<file path="src/rtl/ex_pkg.sv">
// ex_pkg: shared types for the EX/MEM stage.
// ALU op codes, FSM states, kill-counter sizing, pending-op bundle.
package ex_pkg;

   localparam int KILL_SLOTS_DEF = 2;
   localparam int KW = 4;

   typedef enum logic [1:0] {
      ALU_ADD  = 2'b00,
      ALU_ADDI = 2'b01,
      ALU_NEG  = 2'b10,
      ALU_SUB  = 2'b11
   } alu_op_e;

   typedef enum logic {
      ST_RUN = 1'b0,
      ST_MEM = 1'b1
   } ex_state_e;

   // Everything needed to retire an instruction, latched while in MEM.
   typedef struct packed {
      logic [5:0]  rd;
      logic        regwrt;
      logic        memtoreg;
      logic        pctoreg;
      logic        flagupd;
      logic        jumpmem;
      logic        taken;
      logic [31:0] pc_y;
      logic [31:0] res;
      logic [31:0] target;
   } ex_pend_t;

endpackage

</file>
<file path="src/rtl/ex_mem_stage_if.sv">
// ex_mem_stage_if: ID/EX inputs, data-memory port, redirect and EX/WB outputs.
// slave = the stage itself, master = upstream/memory/write-back side.
interface ex_mem_stage_if;

   logic        id_valid;
   logic        RegWrt, MemtoReg, PCtoReg;
   logic        BranchN, BranchZ, Jump, JumpMem;
   logic        memRead, memWrite;
   logic [1:0]  ALUop;
   logic [31:0] Xrs, Xrt, Y, PC_Y;
   logic [5:0]  rd;
   logic        ex_stall;
   logic [31:0] dmem_addr, dmem_wdata;
   logic        dmem_re, dmem_we;
   logic [31:0] dmem_rdata;
   logic        dmem_ready;
   logic        redirect_valid;
   logic [31:0] redirect_pc;
   logic        wb_valid, wb_RegWrt;
   logic [5:0]  wb_rd;
   logic [31:0] wb_data;

   modport slave (
      input  id_valid, RegWrt, MemtoReg, PCtoReg,
      input  BranchN, BranchZ, Jump, JumpMem,
      input  memRead, memWrite, ALUop,
      input  Xrs, Xrt, Y, PC_Y, rd,
      input  dmem_rdata, dmem_ready,
      output ex_stall, dmem_addr, dmem_wdata,
      output dmem_re, dmem_we,
      output redirect_valid, redirect_pc,
      output wb_valid, wb_RegWrt, wb_rd, wb_data
   );

   modport master (
      output id_valid, RegWrt, MemtoReg, PCtoReg,
      output BranchN, BranchZ, Jump, JumpMem,
      output memRead, memWrite, ALUop,
      output Xrs, Xrt, Y, PC_Y, rd,
      output dmem_rdata, dmem_ready,
      input  ex_stall, dmem_addr, dmem_wdata,
      input  dmem_re, dmem_we,
      input  redirect_valid, redirect_pc,
      input  wb_valid, wb_RegWrt, wb_rd, wb_data
   );

endinterface

</file>
<file path="src/rtl/ex_alu.sv">
// ex_alu: 32-bit combinational ALU (wrapping, no overflow).
// in: i_op, i_xrs, i_xrt, i_y  out: o_res, o_n, o_z
module ex_alu
   import ex_pkg::*;
(
   input  alu_op_e     i_op,
   input  logic [31:0] i_xrs,
   input  logic [31:0] i_xrt,
   input  logic [31:0] i_y,
   output logic [31:0] o_res,
   output logic        o_n,
   output logic        o_z
);

   logic [31:0] w_res;

   always_comb begin
      w_res = '0;
      unique case (i_op)
         ALU_ADD:  w_res = i_xrs + i_xrt;
         ALU_ADDI: w_res = i_xrs + i_y;
         ALU_NEG:  w_res = 32'd0 - i_xrs;
         ALU_SUB:  w_res = i_xrs - i_xrt;
      endcase
   end

   assign o_res = w_res;
   assign o_n   = w_res[31];
   assign o_z   = (w_res == '0);

endmodule

</file>
<file path="src/rtl/ex_mem_stage.sv">
// ex_mem_stage: EX/MEM stage - ALU, N/Z flags, branch resolve, memory FSM, EX/WB reg.
// ports: clk, rst_n (async, active-low), bus (ex_mem_stage_if.slave). State on falling edge.
module ex_mem_stage
   import ex_pkg::*;
#(
   parameter int KILL_SLOTS = KILL_SLOTS_DEF
)(
   input logic           clk,
   input logic           rst_n,
   ex_mem_stage_if.slave bus
);

   ex_state_e   r_state;
   ex_pend_t    r_pend;
   logic [KW-1:0] r_kill;
   logic        r_n, r_z;
   logic [31:0] r_addr, r_wdata;
   logic        r_re, r_we;
   logic        r_redir;
   logic [31:0] r_redir_pc;
   logic        r_wb_valid, r_wb_regwrt;
   logic [5:0]  r_wb_rd;
   logic [31:0] r_wb_data;

   logic [31:0] w_res;
   logic        w_n, w_z;
   logic        w_live, w_memop, w_do_ret;
   ex_pend_t    w_pend, w_ret;
   logic [31:0] w_wbd;

   ex_alu u_alu (
      .i_op  (alu_op_e'(bus.ALUop)),
      .i_xrs (bus.Xrs),
      .i_xrt (bus.Xrt),
      .i_y   (bus.Y),
      .o_res (w_res),
      .o_n   (w_n),
      .o_z   (w_z)
   );

   assign w_live  = bus.id_valid && (r_kill == '0);
   assign w_memop = bus.memRead | bus.memWrite | bus.JumpMem;

   // Branch decision uses the flags as they stand before this instruction.
   always_comb begin
      w_pend          = '0;
      w_pend.rd       = bus.rd;
      w_pend.regwrt   = bus.RegWrt;
      w_pend.memtoreg = bus.MemtoReg;
      w_pend.pctoreg  = bus.PCtoReg;
      w_pend.flagupd  = bus.RegWrt & ~bus.MemtoReg & ~bus.PCtoReg;
      w_pend.jumpmem  = bus.JumpMem;
      w_pend.taken    = bus.Jump | bus.JumpMem
                      | (bus.BranchZ & r_z)
                      | (bus.BranchN & r_n);
      w_pend.pc_y     = bus.PC_Y;
      w_pend.res      = w_res;
      w_pend.target   = bus.Xrs;
   end

   assign w_ret = (r_state == ST_MEM) ? r_pend : w_pend;

   assign w_do_ret = ((r_state == ST_RUN) && w_live && !w_memop)
                   || ((r_state == ST_MEM) && bus.dmem_ready);

   always_comb begin
      w_wbd = w_ret.res;
      if (w_ret.pctoreg)
         w_wbd = w_ret.pc_y;
      else if (w_ret.memtoreg)
         w_wbd = bus.dmem_rdata;
   end

   always_ff @(negedge clk or negedge rst_n) begin
      if (!rst_n) begin
         r_state     <= ST_RUN;
         r_pend      <= '0;
         r_kill      <= '0;
         r_n         <= 1'b0;
         r_z         <= 1'b0;
         r_addr      <= '0;
         r_wdata     <= '0;
         r_re        <= 1'b0;
         r_we        <= 1'b0;
         r_redir     <= 1'b0;
         r_redir_pc  <= '0;
         r_wb_valid  <= 1'b0;
         r_wb_regwrt <= 1'b0;
         r_wb_rd     <= '0;
         r_wb_data   <= '0;
      end else begin
         r_wb_valid  <= 1'b0;
         r_wb_regwrt <= 1'b0;
         r_redir     <= 1'b0;
         unique case (r_state)
            ST_RUN: begin
               if (bus.id_valid && (r_kill != '0)) begin
                  r_kill <= r_kill - KW'(1);
               end else if (w_live && w_memop) begin
                  r_state <= ST_MEM;
                  r_pend  <= w_pend;
                  r_addr  <= bus.Xrs;
                  r_wdata <= bus.memWrite ? bus.Xrt : '0;
                  r_we    <= bus.memWrite;
                  r_re    <= ~bus.memWrite;
               end
            end
            ST_MEM: begin
               if (bus.dmem_ready) begin
                  r_state <= ST_RUN;
                  r_re    <= 1'b0;
                  r_we    <= 1'b0;
               end
            end
         endcase
         if (w_do_ret) begin
            r_wb_valid  <= 1'b1;
            r_wb_regwrt <= w_ret.regwrt;
            r_wb_rd     <= w_ret.rd;
            r_wb_data   <= w_wbd;
            if (w_ret.flagupd) begin
               r_n <= w_ret.res[31];
               r_z <= (w_ret.res == '0);
            end
            if (w_ret.taken) begin
               r_redir    <= 1'b1;
               r_redir_pc <= w_ret.jumpmem ? bus.dmem_rdata
                                           : w_ret.target;
               r_kill     <= KW'(KILL_SLOTS);
            end
         end
      end
   end

   // Combinational so upstream holds on the very cycle a memory op shows up.
   assign bus.ex_stall = rst_n
                       & (((r_state == ST_RUN) & w_live & w_memop)
                       | (r_state == ST_MEM));

   assign bus.dmem_addr      = r_addr;
   assign bus.dmem_wdata     = r_wdata;
   assign bus.dmem_re        = r_re;
   assign bus.dmem_we        = r_we;
   assign bus.redirect_valid = r_redir;
   assign bus.redirect_pc    = r_redir_pc;
   assign bus.wb_valid       = r_wb_valid;
   assign bus.wb_RegWrt      = r_wb_regwrt;
   assign bus.wb_rd          = r_wb_rd;
   assign bus.wb_data        = r_wb_data;

endmodule
</file>
<file path="src/flat_wrapper.sv">
// flat-port wrapper written by rule: the top's interface ports become plain ports
module ex_mem_stage_flat import ex_pkg::*;
#(
   parameter int KILL_SLOTS = KILL_SLOTS_DEF
)
  (clk, rst_n, bus_id_valid, bus_RegWrt, bus_MemtoReg, bus_PCtoReg, bus_BranchN, bus_BranchZ, bus_Jump, bus_JumpMem, bus_memRead, bus_memWrite, bus_ALUop, bus_Xrs, bus_Xrt, bus_Y, bus_PC_Y, bus_rd, bus_dmem_rdata, bus_dmem_ready, bus_ex_stall, bus_dmem_addr, bus_dmem_wdata, bus_dmem_re, bus_dmem_we, bus_redirect_valid, bus_redirect_pc, bus_wb_valid, bus_wb_RegWrt, bus_wb_rd, bus_wb_data);
  ex_mem_stage_if bus_i ();
  input logic clk;
  input logic rst_n;
  input wire logic [$bits(bus_i.id_valid)-1:0] bus_id_valid;
  input wire logic [$bits(bus_i.RegWrt)-1:0] bus_RegWrt;
  input wire logic [$bits(bus_i.MemtoReg)-1:0] bus_MemtoReg;
  input wire logic [$bits(bus_i.PCtoReg)-1:0] bus_PCtoReg;
  input wire logic [$bits(bus_i.BranchN)-1:0] bus_BranchN;
  input wire logic [$bits(bus_i.BranchZ)-1:0] bus_BranchZ;
  input wire logic [$bits(bus_i.Jump)-1:0] bus_Jump;
  input wire logic [$bits(bus_i.JumpMem)-1:0] bus_JumpMem;
  input wire logic [$bits(bus_i.memRead)-1:0] bus_memRead;
  input wire logic [$bits(bus_i.memWrite)-1:0] bus_memWrite;
  input wire logic [$bits(bus_i.ALUop)-1:0] bus_ALUop;
  input wire logic [$bits(bus_i.Xrs)-1:0] bus_Xrs;
  input wire logic [$bits(bus_i.Xrt)-1:0] bus_Xrt;
  input wire logic [$bits(bus_i.Y)-1:0] bus_Y;
  input wire logic [$bits(bus_i.PC_Y)-1:0] bus_PC_Y;
  input wire logic [$bits(bus_i.rd)-1:0] bus_rd;
  input wire logic [$bits(bus_i.dmem_rdata)-1:0] bus_dmem_rdata;
  input wire logic [$bits(bus_i.dmem_ready)-1:0] bus_dmem_ready;
  output wire logic [$bits(bus_i.ex_stall)-1:0] bus_ex_stall;
  output wire logic [$bits(bus_i.dmem_addr)-1:0] bus_dmem_addr;
  output wire logic [$bits(bus_i.dmem_wdata)-1:0] bus_dmem_wdata;
  output wire logic [$bits(bus_i.dmem_re)-1:0] bus_dmem_re;
  output wire logic [$bits(bus_i.dmem_we)-1:0] bus_dmem_we;
  output wire logic [$bits(bus_i.redirect_valid)-1:0] bus_redirect_valid;
  output wire logic [$bits(bus_i.redirect_pc)-1:0] bus_redirect_pc;
  output wire logic [$bits(bus_i.wb_valid)-1:0] bus_wb_valid;
  output wire logic [$bits(bus_i.wb_RegWrt)-1:0] bus_wb_RegWrt;
  output wire logic [$bits(bus_i.wb_rd)-1:0] bus_wb_rd;
  output wire logic [$bits(bus_i.wb_data)-1:0] bus_wb_data;
  assign bus_i.id_valid = bus_id_valid;
  assign bus_i.RegWrt = bus_RegWrt;
  assign bus_i.MemtoReg = bus_MemtoReg;
  assign bus_i.PCtoReg = bus_PCtoReg;
  assign bus_i.BranchN = bus_BranchN;
  assign bus_i.BranchZ = bus_BranchZ;
  assign bus_i.Jump = bus_Jump;
  assign bus_i.JumpMem = bus_JumpMem;
  assign bus_i.memRead = bus_memRead;
  assign bus_i.memWrite = bus_memWrite;
  assign bus_i.ALUop = bus_ALUop;
  assign bus_i.Xrs = bus_Xrs;
  assign bus_i.Xrt = bus_Xrt;
  assign bus_i.Y = bus_Y;
  assign bus_i.PC_Y = bus_PC_Y;
  assign bus_i.rd = bus_rd;
  assign bus_i.dmem_rdata = bus_dmem_rdata;
  assign bus_i.dmem_ready = bus_dmem_ready;
  assign bus_ex_stall = bus_i.ex_stall;
  assign bus_dmem_addr = bus_i.dmem_addr;
  assign bus_dmem_wdata = bus_i.dmem_wdata;
  assign bus_dmem_re = bus_i.dmem_re;
  assign bus_dmem_we = bus_i.dmem_we;
  assign bus_redirect_valid = bus_i.redirect_valid;
  assign bus_redirect_pc = bus_i.redirect_pc;
  assign bus_wb_valid = bus_i.wb_valid;
  assign bus_wb_RegWrt = bus_i.wb_RegWrt;
  assign bus_wb_rd = bus_i.wb_rd;
  assign bus_wb_data = bus_i.wb_data;
  ex_mem_stage #(.KILL_SLOTS(KILL_SLOTS)) u_core (.clk(clk), .rst_n(rst_n), .bus(bus_i));
endmodule
</file>
<file path="config.mk">
export PLATFORM = sky130hd
export DESIGN_NAME = ex_mem_stage_flat
export DESIGN_NICKNAME = d
export VERILOG_FILES = /design/src/rtl/ex_pkg.sv /design/src/rtl/ex_mem_stage_if.sv /design/src/rtl/ex_alu.sv /design/src/rtl/ex_mem_stage.sv /design/src/flat_wrapper.sv
export SDC_FILE = /design/constraint.sdc
export NUM_CORES = 1
export LEC_CHECK = 0
export ABC_AREA = 0
export BUFFER_PORTS_ARGS = -buffer_cell sky130_fd_sc_hd__buf_2
export CAP_MARGIN = 20
export CORE_ASPECT_RATIO = 0.5
export CORE_MARGIN = 4
export CORE_UTILIZATION = 50
export CTS_CLUSTER_SIZE = 28
export DETAILED_ROUTE_END_ITERATION = 10
export PLACE_DENSITY = 0.84
export SKIP_CTS_REPAIR_TIMING = 1
export SLEW_MARGIN = 20
export SYNTH_ARGS = -nofsm -noshare
export SYNTH_HDL_FRONTEND = slang
export SYNTH_HIERARCHICAL = 1
export SYNTH_SLANG_ARGS = --single-unit
</file>
<file path="constraint.sdc">
create_clock -name clk -period 2.2 [get_ports clk]
set_input_delay 0.55 -clock clk [delete_from_list [all_inputs] [get_ports clk]]
set_output_delay 0.55 -clock clk [all_outputs]
set_load 0.1 [all_outputs]
</file>
==> results of run 1 <==
through the flow:
step	cell area (µm²)	TNS, ns	std cells	util
global placement	22550	-349.69	2647	0.7655
detailed placement	22550	-365.83	2647	0.7655
CTS	23300	-334.58	2689	0.7912
floorplan	16290	-304.16	1648	-
routing by layer:
layer / global-route usage / GRT overflow
met5: 0.6186 / 4
met4: 0.8256 / 108
met3: 0.8106 / 26
met2: 0.9331 / 102
met1: 0.8575 / 14
==> results.yml, run 1 <==
run_status:
  status: "stopped before the end"
  lastStage: "global routing"
  first-error: "[ERROR GRT-0232] Routing congestion too high. Check the congestion heatmap in the GUI."
timing:
  repair-timing-grt-worst-ep: "u_core/bus.wb_data[31]$_DFFE_NN0P_/D"
  worst-endpoint-pin-kind: "sequential cell input"
clock_network:
  ctsLongestPathBuffers: 3
  sink_count_of_the_clock_tree: 222
  root_buffer: "sky130_fd_sc_hd__clkbuf_16"
  cts_inserted_buffers: 23
  cts_max_level: 1
die:
  initial_utilization: 0.5155
  placement_rows: 44
  die_h_um: 131.2
  chipWidth_um: 254.4
  i_o_pin_total: 321
synth:
  postSynthAreaPerCell_um2: 9.212
  post_synth_inst_count: 1648
  ys_warn_count: 6
  synth_fp_nets: 1865
  synth.cell_area_um2: 15180
placement:
  io_buffers: 320
  finalWeightedCongestion: 1.020
  hpwl_dp_um: 48610
  detailedPlace.worstSlack_ns: -4.234
global_routing:
  antenna_found_initial: 25
  grt_usage: 0.8573
  grt_max_degree: 49
  grt_remaining_overflow: 254
==> run 2: changes to the inputs <==
CORE_ASPECT_RATIO = unset   (was 0.5)
CORE_UTILIZATION = 35   (was 50)
CTS_CLUSTER_SIZE = unset   (was 28)
PLACE_DENSITY = unset   (was 0.84)
PLACE_DENSITY_LB_ADDON = 0.15   (was unset)
==> run 2 against run 1 <==
The flow now finishes, with violations (negative setup slack). Synthesized area is the same. Synthesized cell count stayed put.
==> results.yml, run 2 <==
run_status:
  status: "finished with violations"
  violations: "negative setup slack"
flow_run:
  timing.max_cap.violations: 0
timing:
  setup_repair_after_global_routing_missed_its_margin: "true"
  pins_over_their_slew_limit: 0
  final-setup-viol-count: 361
  finClkSkew_ns: 0.01175
  tightestPinTransition_ns: 0.6683
  final_critical_path_setup_slack_ns: -3.545
  finalHoldViolations: 0
  slew_headroom: 0.5545
  hold-worst-slack_ns: 0.4358
route:
  detailedRoute.firstIterationViolations: 892
  total_wirelength_of_the_detailed_routed_design_um: 57330
  post-route-drc-count: 0
  detail_route.vias_per_cell: 5.133
  number_of_iterations_in_the_first_detailed_routing_pass: 5
  final_antenna_net_count: 0
  drt-wirelength-per-cell_um: 19.49
  vias: 15100
critical_path:
  worst_r2r_startpoint: "u_core/r_state"
  cp.arrival_ns: 5.04
  worst_ep_required_time_ns: 1.49
  cp_max_fo: 3
  timing.reg2reg.setup_slack_ns: -0.08
  worst_r2r_endpoint: "u_core/bus.redirect_pc[1]"
  reg2reg_depth: 7
  crit_path_end_kind: "flop"
  critical_path_class: "in -> reg"
  start_kind: "input port"
layout:
  final-instance-count-excl-fill: 2942
  layout.area.seq_um2: 5555
  largest_register_ffs: 76
  multi_input_comb_area_um2: 10140
  finish.utilization: 0.5888
  ratio_of_cells_with_drive_above_1_in_the_final_layout: 0.4945
  mostFrequentLayoutCell: "sky130_fd_sc_hd__buf_4"
  final_nets: 2557
  num-fill-cells: 3735
  synthesis_to_finish_area_growth_pct: 66.71
  top_register: "u_core/r_pend"
  layout_common_cells: "414 x sky130_fd_sc_hd__buf_4, 222 x sky130_fd_sc_hd__dfrtn_1, 188 x sky130_fd_sc_hd__nand2_1, 172 x sky130_fd_sc_hd__buf_12, 168 x sky130_fd_sc_hd__buf_2"
global_routing:
  grt_first_pass_wirelength_um: 87100
  grt_remaining_overflow: 0
  antenna_found_initial: 6
  grt_max_degree: 51
  grt_usage: 0.2315
  vias_in_the_first_global_route: 15430
placement:
  hpwl_dp_um: 45050
  finalWeightedCongestion: 0.9154
  post-place-cells: 2874
  io_buffers: 320
power:
  ir_worst_vdd_v: 0.0009850
  power.static_leakage_nw: 11.64
  pwr_density_cell_nw_per_um2: 1498
die:
  die_h_um: 216.3
  initial_utilization: 0.3532
  fp.dieArea_um2: 46770
  i_o_pin_total: 321
  coreArea_um2: 42980
  chipWidth_um: 216.3
  placement_rows: 76
synth:
  synth.cell_area_um2: 15180
  ys_warn_count: 6
  postSynthAreaPerCell_um2: 9.212
  synth_fp_nets: 1865
  post_synth_inst_count: 1648
hold_path:
  min_delay_path_depth: 1
  worst_hold_startpoint: "u_core/r_pend[90]"
  hold_class: "reg -> reg"
  hold-path-endpoint: "u_core/r_pend[90]"
clock_network:
  cts_tree: "done"
  cts_max_level: 1
  sink_count_of_the_clock_tree: 222
  clock_insertion_delay_worst_skew_ns: 0.55
  root_buffer: "sky130_fd_sc_hd__clkbuf_16"
  ctsLongestPathBuffers: 3
  path_clk_slew_ns: 0.04
  cts_inserted_buffers: 28
## run 2: worst max-delay path, cell delays in order
cell	delay [ns]
sky130_fd_sc_hd__buf_6	0.09
sky130_fd_sc_hd__or4_4	0.53
sky130_fd_sc_hd__nor3_4	0.20
sky130_fd_sc_hd__nand3_2	0.13
sky130_fd_sc_hd__or3_4	0.35
sky130_fd_sc_hd__buf_6	0.13
sky130_fd_sc_hd__xnor2_2	0.12
sky130_fd_sc_hd__o211ai_1	0.15
sky130_fd_sc_hd__o21ai_1	0.09
sky130_fd_sc_hd__ha_1	0.31
sky130_fd_sc_hd__and4_4	0.22
sky130_fd_sc_hd__and2_4	0.15
sky130_fd_sc_hd__a221oi_4	0.23
sky130_fd_sc_hd__nand2_1	0.10
sky130_fd_sc_hd__a31oi_2	0.19
sky130_fd_sc_hd__o21a_1	0.16
sky130_fd_sc_hd__o32ai_2	0.09
sky130_fd_sc_hd__a211oi_2	0.21
sky130_fd_sc_hd__buf_4	0.18
sky130_fd_sc_hd__xnor2_4	0.08
sky130_fd_sc_hd__mux2_4	0.29
sky130_fd_sc_hd__mux2i_1	0.14
sky130_fd_sc_hd__a21oi_1	0.08
sky130_fd_sc_hd__mux2_4	0.26
## run 2: layer usage
metal,part of all wire,up-vias,GRT usage
met1,0.46,7315,0.3292
met3,0.055,79,0.04122
met4,0.021,10,0.05313
li1,-,7299,-
met5,0.00089,-,0
met2,0.46,397,0.3696
## run 2: layout make-up
| class | instances | share of cell area |
|---|---|---|
| multi-input cells | 1247 | 0.4007 |
| repair buffers | 789 | 0.3088 |
| flip-flops and latches | 222 | 0.2195 |
| clock buffers | 39 | 0.03129 |
| well taps | 585 | 0.02892 |
| inverters | 52 | 0.008602 |
| clock inverters | 7 | 0.002076 |
| diodes | 1 | 0.00009887 |
## run 2: stage by stage
step | area (µm²) | total power [mW] | TNS (ns) | worst slack, ns
floorplan | 16290 | 24.13 | -304.16 | -3.686
global placement | 23080 | 32.64 | -345.88 | -4.147
detailed placement | 23080 | 32.90 | -350.77 | -4.271
CTS | 23920 | 37.35 | -305.76 | -3.675
global route | 25310 | 39.51 | -314.28 | -3.819
finish | 25310 | 37.92 | -294.58 | -3.545
## run 2: worst max path at each step
stage	startpoint	endpoint	slack (ns)	depth (start not counted)
after detailed placement	bus_Xrt[2]	u_core/r_z	-4.27	24
after global routing	bus_Y[3]	u_core/bus.wb_data[31]	-3.82	24
after floorplan	bus_Xrt[2]	u_core/bus.wb_data[31]	-3.69	23
final	bus_Y[16]	u_core/bus.wb_data[31]	-3.55	24
after CTS	bus_Xrt[2]	u_core/r_z	-3.67	24
after global placement	bus_Xrt[2]	u_core/r_z	-4.15	24
## run 2: where the power goes
group          switching, mW  internal (mW)
registers               1.92           6.21
logic                   15.1           10.4
clock network           1.83           2.48
total                   18.8           19.1
No activity file was read; power rests on OpenSTA's default activity.
==> run 3: changes to the inputs <==
HOLD_SLACK_MARGIN = 0.06   (was unset)
SETUP_SLACK_MARGIN = 0.2   (was unset)
==> run 3 against run 2 <==
The run still ends with negative setup slack left. Power is 0.15% lower. Sequential share of layout area is 0.13 points higher. Sequential cell count stayed put. Combinational power hardly changed. Hold slack better by 0.0028 ns. Critical path depth is 1 higher. Setup slack worse by 0.020 ns. Clock power hardly changed. Register-to-register slack better by 0.02 ns.
==> results.yml, run 3 (synthesis gave the netlist of run 2 again) <==
power:
  ir_worst_vdd_v: 0.0009850
  clock_power_share: 0.114
  power.static_leakage_nw: 11.60
  power.internal_mw: 19.08
  p_comb_frac: 0.672
  power_switching_mw: 18.78
  design_power_total_mw: 37.86
  pwr_density_cell_nw_per_um2: 1505
  power.sequential.fraction: 0.215
  power.share.switching: 0.4960
hold_path:
  hold-path-endpoint: "u_core/r_pend[67]"
  hold_class: "reg -> reg"
  min_delay_path_depth: 1
  worst_hold_startpoint: "u_core/r_pend[67]"
route:
  drt-wirelength-per-cell_um: 19.40
  detail_route.vias_per_cell: 5.125
  number_of_iterations_in_the_first_detailed_routing_pass: 5
  detailedRoute.firstIterationViolations: 821
  final_antenna_net_count: 0
  vias: 15080
  post-route-drc-count: 0
  total_wirelength_of_the_detailed_routed_design_um: 57110
timing:
  finClkSkew_ns: 0.01181
  slew_headroom: 0.5492
  setup_repair_after_global_routing_missed_its_margin: "true"
  setup_total_negative_slack_ns: -297.36
  tightestPinTransition_ns: 0.6763
  finalHoldViolations: 0
  final-setup-viol-count: 361
  pins_over_their_slew_limit: 0
  final_critical_path_setup_slack_ns: -3.565
die:
  placement_rows: 76
  fp.dieArea_um2: 46770
  i_o_pin_total: 321
  chipWidth_um: 216.3
  initial_utilization: 0.3532
  coreArea_um2: 42980
  die_h_um: 216.3
clock_network:
  path_clk_slew_ns: 0.04
  cts_max_level: 1
  ctsLongestPathBuffers: 3
  cts_tree: "done"
  clock_insertion_delay_worst_skew_ns: 0.55
  cts_inserted_buffers: 28
  root_buffer: "sky130_fd_sc_hd__clkbuf_16"
  sink_count_of_the_clock_tree: 222
placement:
  io_buffers: 320
  finalWeightedCongestion: 0.9154
  placed_cell_area_um2: 23080
  post-place-cells: 2874
  hpwl_dp_um: 45050
critical_path:
  cp.arrival_ns: 5.06
  worst_r2r_endpoint: "u_core/bus.redirect_pc[1]"
  timing.reg2reg.setup_slack_ns: -0.06
  worstPathBufferInverterCount: 3
  start_kind: "input port"
  timing.critical_path.slowest_stage_cell: "sky130_fd_sc_hd__or4_4"
  critical_path_class: "in -> reg"
  timing.critical_path.slowest_cell_delay_ns: 0.53
  gate_family_responsible_for_the_most_delay_along_the_worst_path: "simple AND/OR/NAND/NOR gates"
  reg2reg_depth: 7
  cp_max_fo: 3
  worst_r2r_startpoint: "u_core/r_state"
  worst_ep_required_time_ns: 1.49
  crit_path_end_kind: "flop"
layout:
  final_nets: 2558
  top_register: "u_core/r_pend"
  mostFrequentLayoutCell: "sky130_fd_sc_hd__buf_4"
  final_area_um2: 25160
  layout_common_cells: "418 x sky130_fd_sc_hd__buf_4, 222 x sky130_fd_sc_hd__dfrtn_1, 189 x sky130_fd_sc_hd__nand2_1, 170 x sky130_fd_sc_hd__buf_2, 167 x sky130_fd_sc_hd__buf_12"
  synthesis_to_finish_area_growth_pct: 65.72
  ratio_of_cells_with_drive_above_1_in_the_final_layout: 0.4926
  final-instance-count-excl-fill: 2943
  finish.utilization: 0.5854
  largest_register_ffs: 76
global_routing:
  antenna_found_initial: 6
  grt_max_degree: 51
  grt_first_pass_wirelength_um: 87100
  grt_usage: 0.2315
  vias_in_the_first_global_route: 15430
  grt_remaining_overflow: 0
flow_run:
  timing.max_cap.violations: 0
run_status:
  status: "finished with violations"
  violations: "negative setup slack"
[run 3: final cells by class]
type / count / area (µm²)
inverters: 52 / 215.2
clock buffers: 39 / 792.0
well taps: 585 / 732.0
fillers: 3775 / 17820
clock inverters: 7 / 52.55
flip-flops and latches: 222 / 5555
multi-input cells: 1247 / 10080
repair buffers: 790 / 7730
diodes: 1 / 2.502
[run 3: worst max path at each step]
stage                     startpoint  slack [ns]  cells past startpoint                endpoint
after detailed placement  bus_Xrt[2]       -4.27                     24              u_core/r_z
after CTS                 bus_Xrt[2]       -3.67                     24              u_core/r_z
after global placement    bus_Xrt[2]       -4.15                     24              u_core/r_z
after global routing        bus_Y[3]       -3.82                     24  u_core/bus.wb_data[31]
final                      bus_Y[16]       -3.57                     25  u_core/bus.wb_data[31]
after floorplan           bus_Xrt[2]       -3.69                     23  u_core/bus.wb_data[31]
[run 3: metal layers]
metal | global-route usage | up-vias | wire length [µm]
met5 | 0 | - | 51
met4 | 0.05313 | 10 | 1237
met3 | 0.04122 | 79 | 3184
met2 | 0.3696 | 411 | 26230
met1 | 0.3292 | 7289 | 26400
li1 | - | 7293 | -
[run 3: per-stage QoR]
step | hold WS (ns) | worst slack (ns)
6_report | 0.4385 | -3.565
5_1_grt | 0.4512 | -3.820
2_1_floorplan | 0.4156 | -3.686
3_3_place_gp | 0.4305 | -4.147
3_5_place_dp | 0.4411 | -4.271
4_1_cts | 0.4410 | -3.675
[run 3: power by group through the flow]
stage,clock network [mW],logic [mW],registers (mW)
after floorplan,0,10.1,14.1
after global placement,0,24.5,8.09
after detailed placement,0,24.8,8.14
after CTS,4.43,24.8,8.12
after global routing,4.56,26.5,8.37
final,4.31,25.4,8.13
==> run 4: changes to the inputs <==
BUFFER_PORTS_ARGS = -buffer_cell sky130_fd_sc_hd__buf_4   (was -buffer_cell sky130_fd_sc_hd__buf_2)
RECOVER_POWER = 50   (was unset)
==> run 4 against run 3 <==
The run still ends with negative setup slack left. Utilization is 4.2 points higher. Power is 5.3% higher. Register-to-register slack worse by 0.18 ns. Largest cell class unchanged. Highest routed layer is now met4.
==> results.yml, run 4 (synthesis gave the netlist of run 2 again) <==
clock_network:
  ctsLongestPathBuffers: 3
  path_clk_slew_ns: 0.04
  cts_inserted_buffers: 27
  cts_tree: "done"
  root_buffer: "sky130_fd_sc_hd__clkbuf_16"
  sink_count_of_the_clock_tree: 222
  cts_max_level: 1
  clock_insertion_delay_worst_skew_ns: 0.55
critical_path:
  reg2reg_depth: 9
  timing.reg2reg.setup_slack_ns: -0.24
  start_kind: "input port"
  critical_path.startpoint: "bus_Y[3]"
  critical_path_class: "in -> reg"
  crit_path_end_kind: "flop"
  cp_max_fo: 4
  worst_r2r_endpoint: "u_core/r_kill[1]"
  cp.arrival_ns: 5.12
  worst_r2r_startpoint: "u_core/r_state"
  worst_ep_required_time_ns: 1.49
hold_path:
  min_delay_path_depth: 2
  worst_hold_startpoint: "u_core/r_pend[98]"
  hold-path-endpoint: "u_core/r_pend[98]"
  hold_class: "reg -> reg"
die:
  die_h_um: 216.3
  chipWidth_um: 216.3
  i_o_pin_total: 321
  placement_rows: 76
  fp.dieArea_um2: 46770
  initial_utilization: 0.3532
  coreArea_um2: 42980
power:
  power.static_leakage_nw: 12.41
  pwr_density_cell_nw_per_um2: 1478
  design_power_total_mw: 39.88
  ir_worst_vdd_v: 0.001018
placement:
  finalWeightedCongestion: 0.9226
  io_buffers: 320
  hpwl_dp_um: 43740
layout:
  finish.utilization: 0.6276
  mostFrequentLayoutCell: "sky130_fd_sc_hd__buf_4"
  top_register: "u_core/r_pend"
  final_nets: 2632
  synthesis_to_finish_area_growth_pct: 77.69
  multi_input_comb_area_um2: 10300
  largest_register_ffs: 76
  num-fill-cells: 3526
  layout_common_cells: "585 x sky130_fd_sc_hd__buf_4, 222 x sky130_fd_sc_hd__dfrtn_1, 185 x sky130_fd_sc_hd__nand2_1, 171 x sky130_fd_sc_hd__buf_12, 116 x sky130_fd_sc_hd__mux2i_1"
  ratio_of_cells_with_drive_above_1_in_the_final_layout: 0.5144
  layout.area.seq_um2: 5555
flow_run:
  timing.max_cap.violations: 0
timing:
  slew_headroom: 0.4227
  finClkSkew_ns: 0.01816
  setup_repair_after_global_routing_missed_its_margin: "true"
  final-setup-viol-count: 361
  tightestPinTransition_ns: 0.8659
  pins_over_their_slew_limit: 0
  finalHoldViolations: 0
  final_critical_path_setup_slack_ns: -3.634
global_routing:
  antenna_found_initial: 1
  vias_in_the_first_global_route: 14790
  grt_first_pass_wirelength_um: 84610
  grt_remaining_overflow: 0
  grt_max_degree: 54
  grt_usage: 0.2243
route:
  detailedRoute.firstIterationViolations: 1014
  post-route-drc-count: 0
  number_of_iterations_in_the_first_detailed_routing_pass: 7
  drt-wirelength-per-cell_um: 20.69
  total_wirelength_of_the_detailed_routed_design_um: 62470
  detail_route.vias_per_cell: 5.181
  vias: 15650
  final_antenna_net_count: 0
run_status:
  status: "finished with violations"
  violations: "negative setup slack"
-- run 4: worst max path at each step --
stage / to / slack [ns] / cells past startpoint
finish: u_core/bus.wb_data[31] / -3.63 / 24
floorplan: u_core/bus.wb_data[31] / -3.69 / 23
CTS: u_core/bus.wb_data[31] / -3.75 / 23
global route: u_core/r_z / -3.83 / 23
detailed placement: u_core/bus.wb_data[31] / -4.31 / 23
global placement: u_core/bus.wb_data[31] / -4.25 / 21
-- run 4: layout make-up --
type / count / area share
multi-input combinational: 1250 / 0.3818
timing repair buffer: 862 / 0.3428
sequential: 222 / 0.2059
clock buffer: 43 / 0.03024
tap: 585 / 0.02713
inverter: 52 / 0.008256
clock inverter: 5 / 0.003710
antenna: 1 / 0.00009276
-- run 4: through the flow --
stage          setup slack, ns  setup TNS (ns)  instances  hold WS, ns  instance area [µm²]
2_1_floorplan           -3.686         -304.16       1648       0.4156                16290
3_3_place_gp            -4.247         -365.36       2861       0.4292                21660
3_5_place_dp            -4.314         -368.58       2861       0.4353                21660
4_1_cts                 -3.747         -325.86       2909       0.4358                22580
5_1_grt                 -3.830         -342.64       3020       0.4515                26980
6_report                -3.634         -323.72       3020       0.4309                26980
-- run 4: critical path, cell delays in order --
cell and delay, ns:
sky130_fd_sc_hd__buf_8 0.10, sky130_fd_sc_hd__nor4_4 0.33, sky130_fd_sc_hd__nor4b_4 0.28, sky130_fd_sc_hd__buf_6 0.17, sky130_fd_sc_hd__nand2_4 0.07, sky130_fd_sc_hd__or3_4 0.40
sky130_fd_sc_hd__xnor2_2 0.15, sky130_fd_sc_hd__o211ai_1 0.17, sky130_fd_sc_hd__o21ai_1 0.11, sky130_fd_sc_hd__ha_1 0.23, sky130_fd_sc_hd__a21o_1 0.18, sky130_fd_sc_hd__o21bai_1 0.20
sky130_fd_sc_hd__a221oi_2 0.31, sky130_fd_sc_hd__nand2_1 0.11, sky130_fd_sc_hd__a31oi_2 0.21, sky130_fd_sc_hd__o21a_1 0.17, sky130_fd_sc_hd__o32ai_2 0.08, sky130_fd_sc_hd__a211oi_2 0.27
sky130_fd_sc_hd__buf_4 0.20, sky130_fd_sc_hd__xnor2_4 0.08, sky130_fd_sc_hd__mux2_4 0.28, sky130_fd_sc_hd__mux2i_1 0.13, sky130_fd_sc_hd__a21oi_1 0.08, sky130_fd_sc_hd__mux2_4 0.27
-- run 4: routing by layer --
layer / share of wire / vias up / GRT usage
met5: 0 / - / 0
met4: 0.021 / 0 / 0.04993
met3: 0.054 / 73 / 0.03744
met2: 0.48 / 441 / 0.3564
met1: 0.45 / 7653 / 0.3225
li1: - / 7479 / -
-- run 4: power breakdown --
| group | total [mW] | switching [mW] | internal [mW] |
|---|---|---|---|
| Sequential | 8.22 | 2.01 | 6.21 |
| Combinational | 27.0 | 15.6 | 11.4 |
| Clock | 4.65 | 1.78 | 2.86 |
| Total | 39.9 | 19.4 | 20.5 |
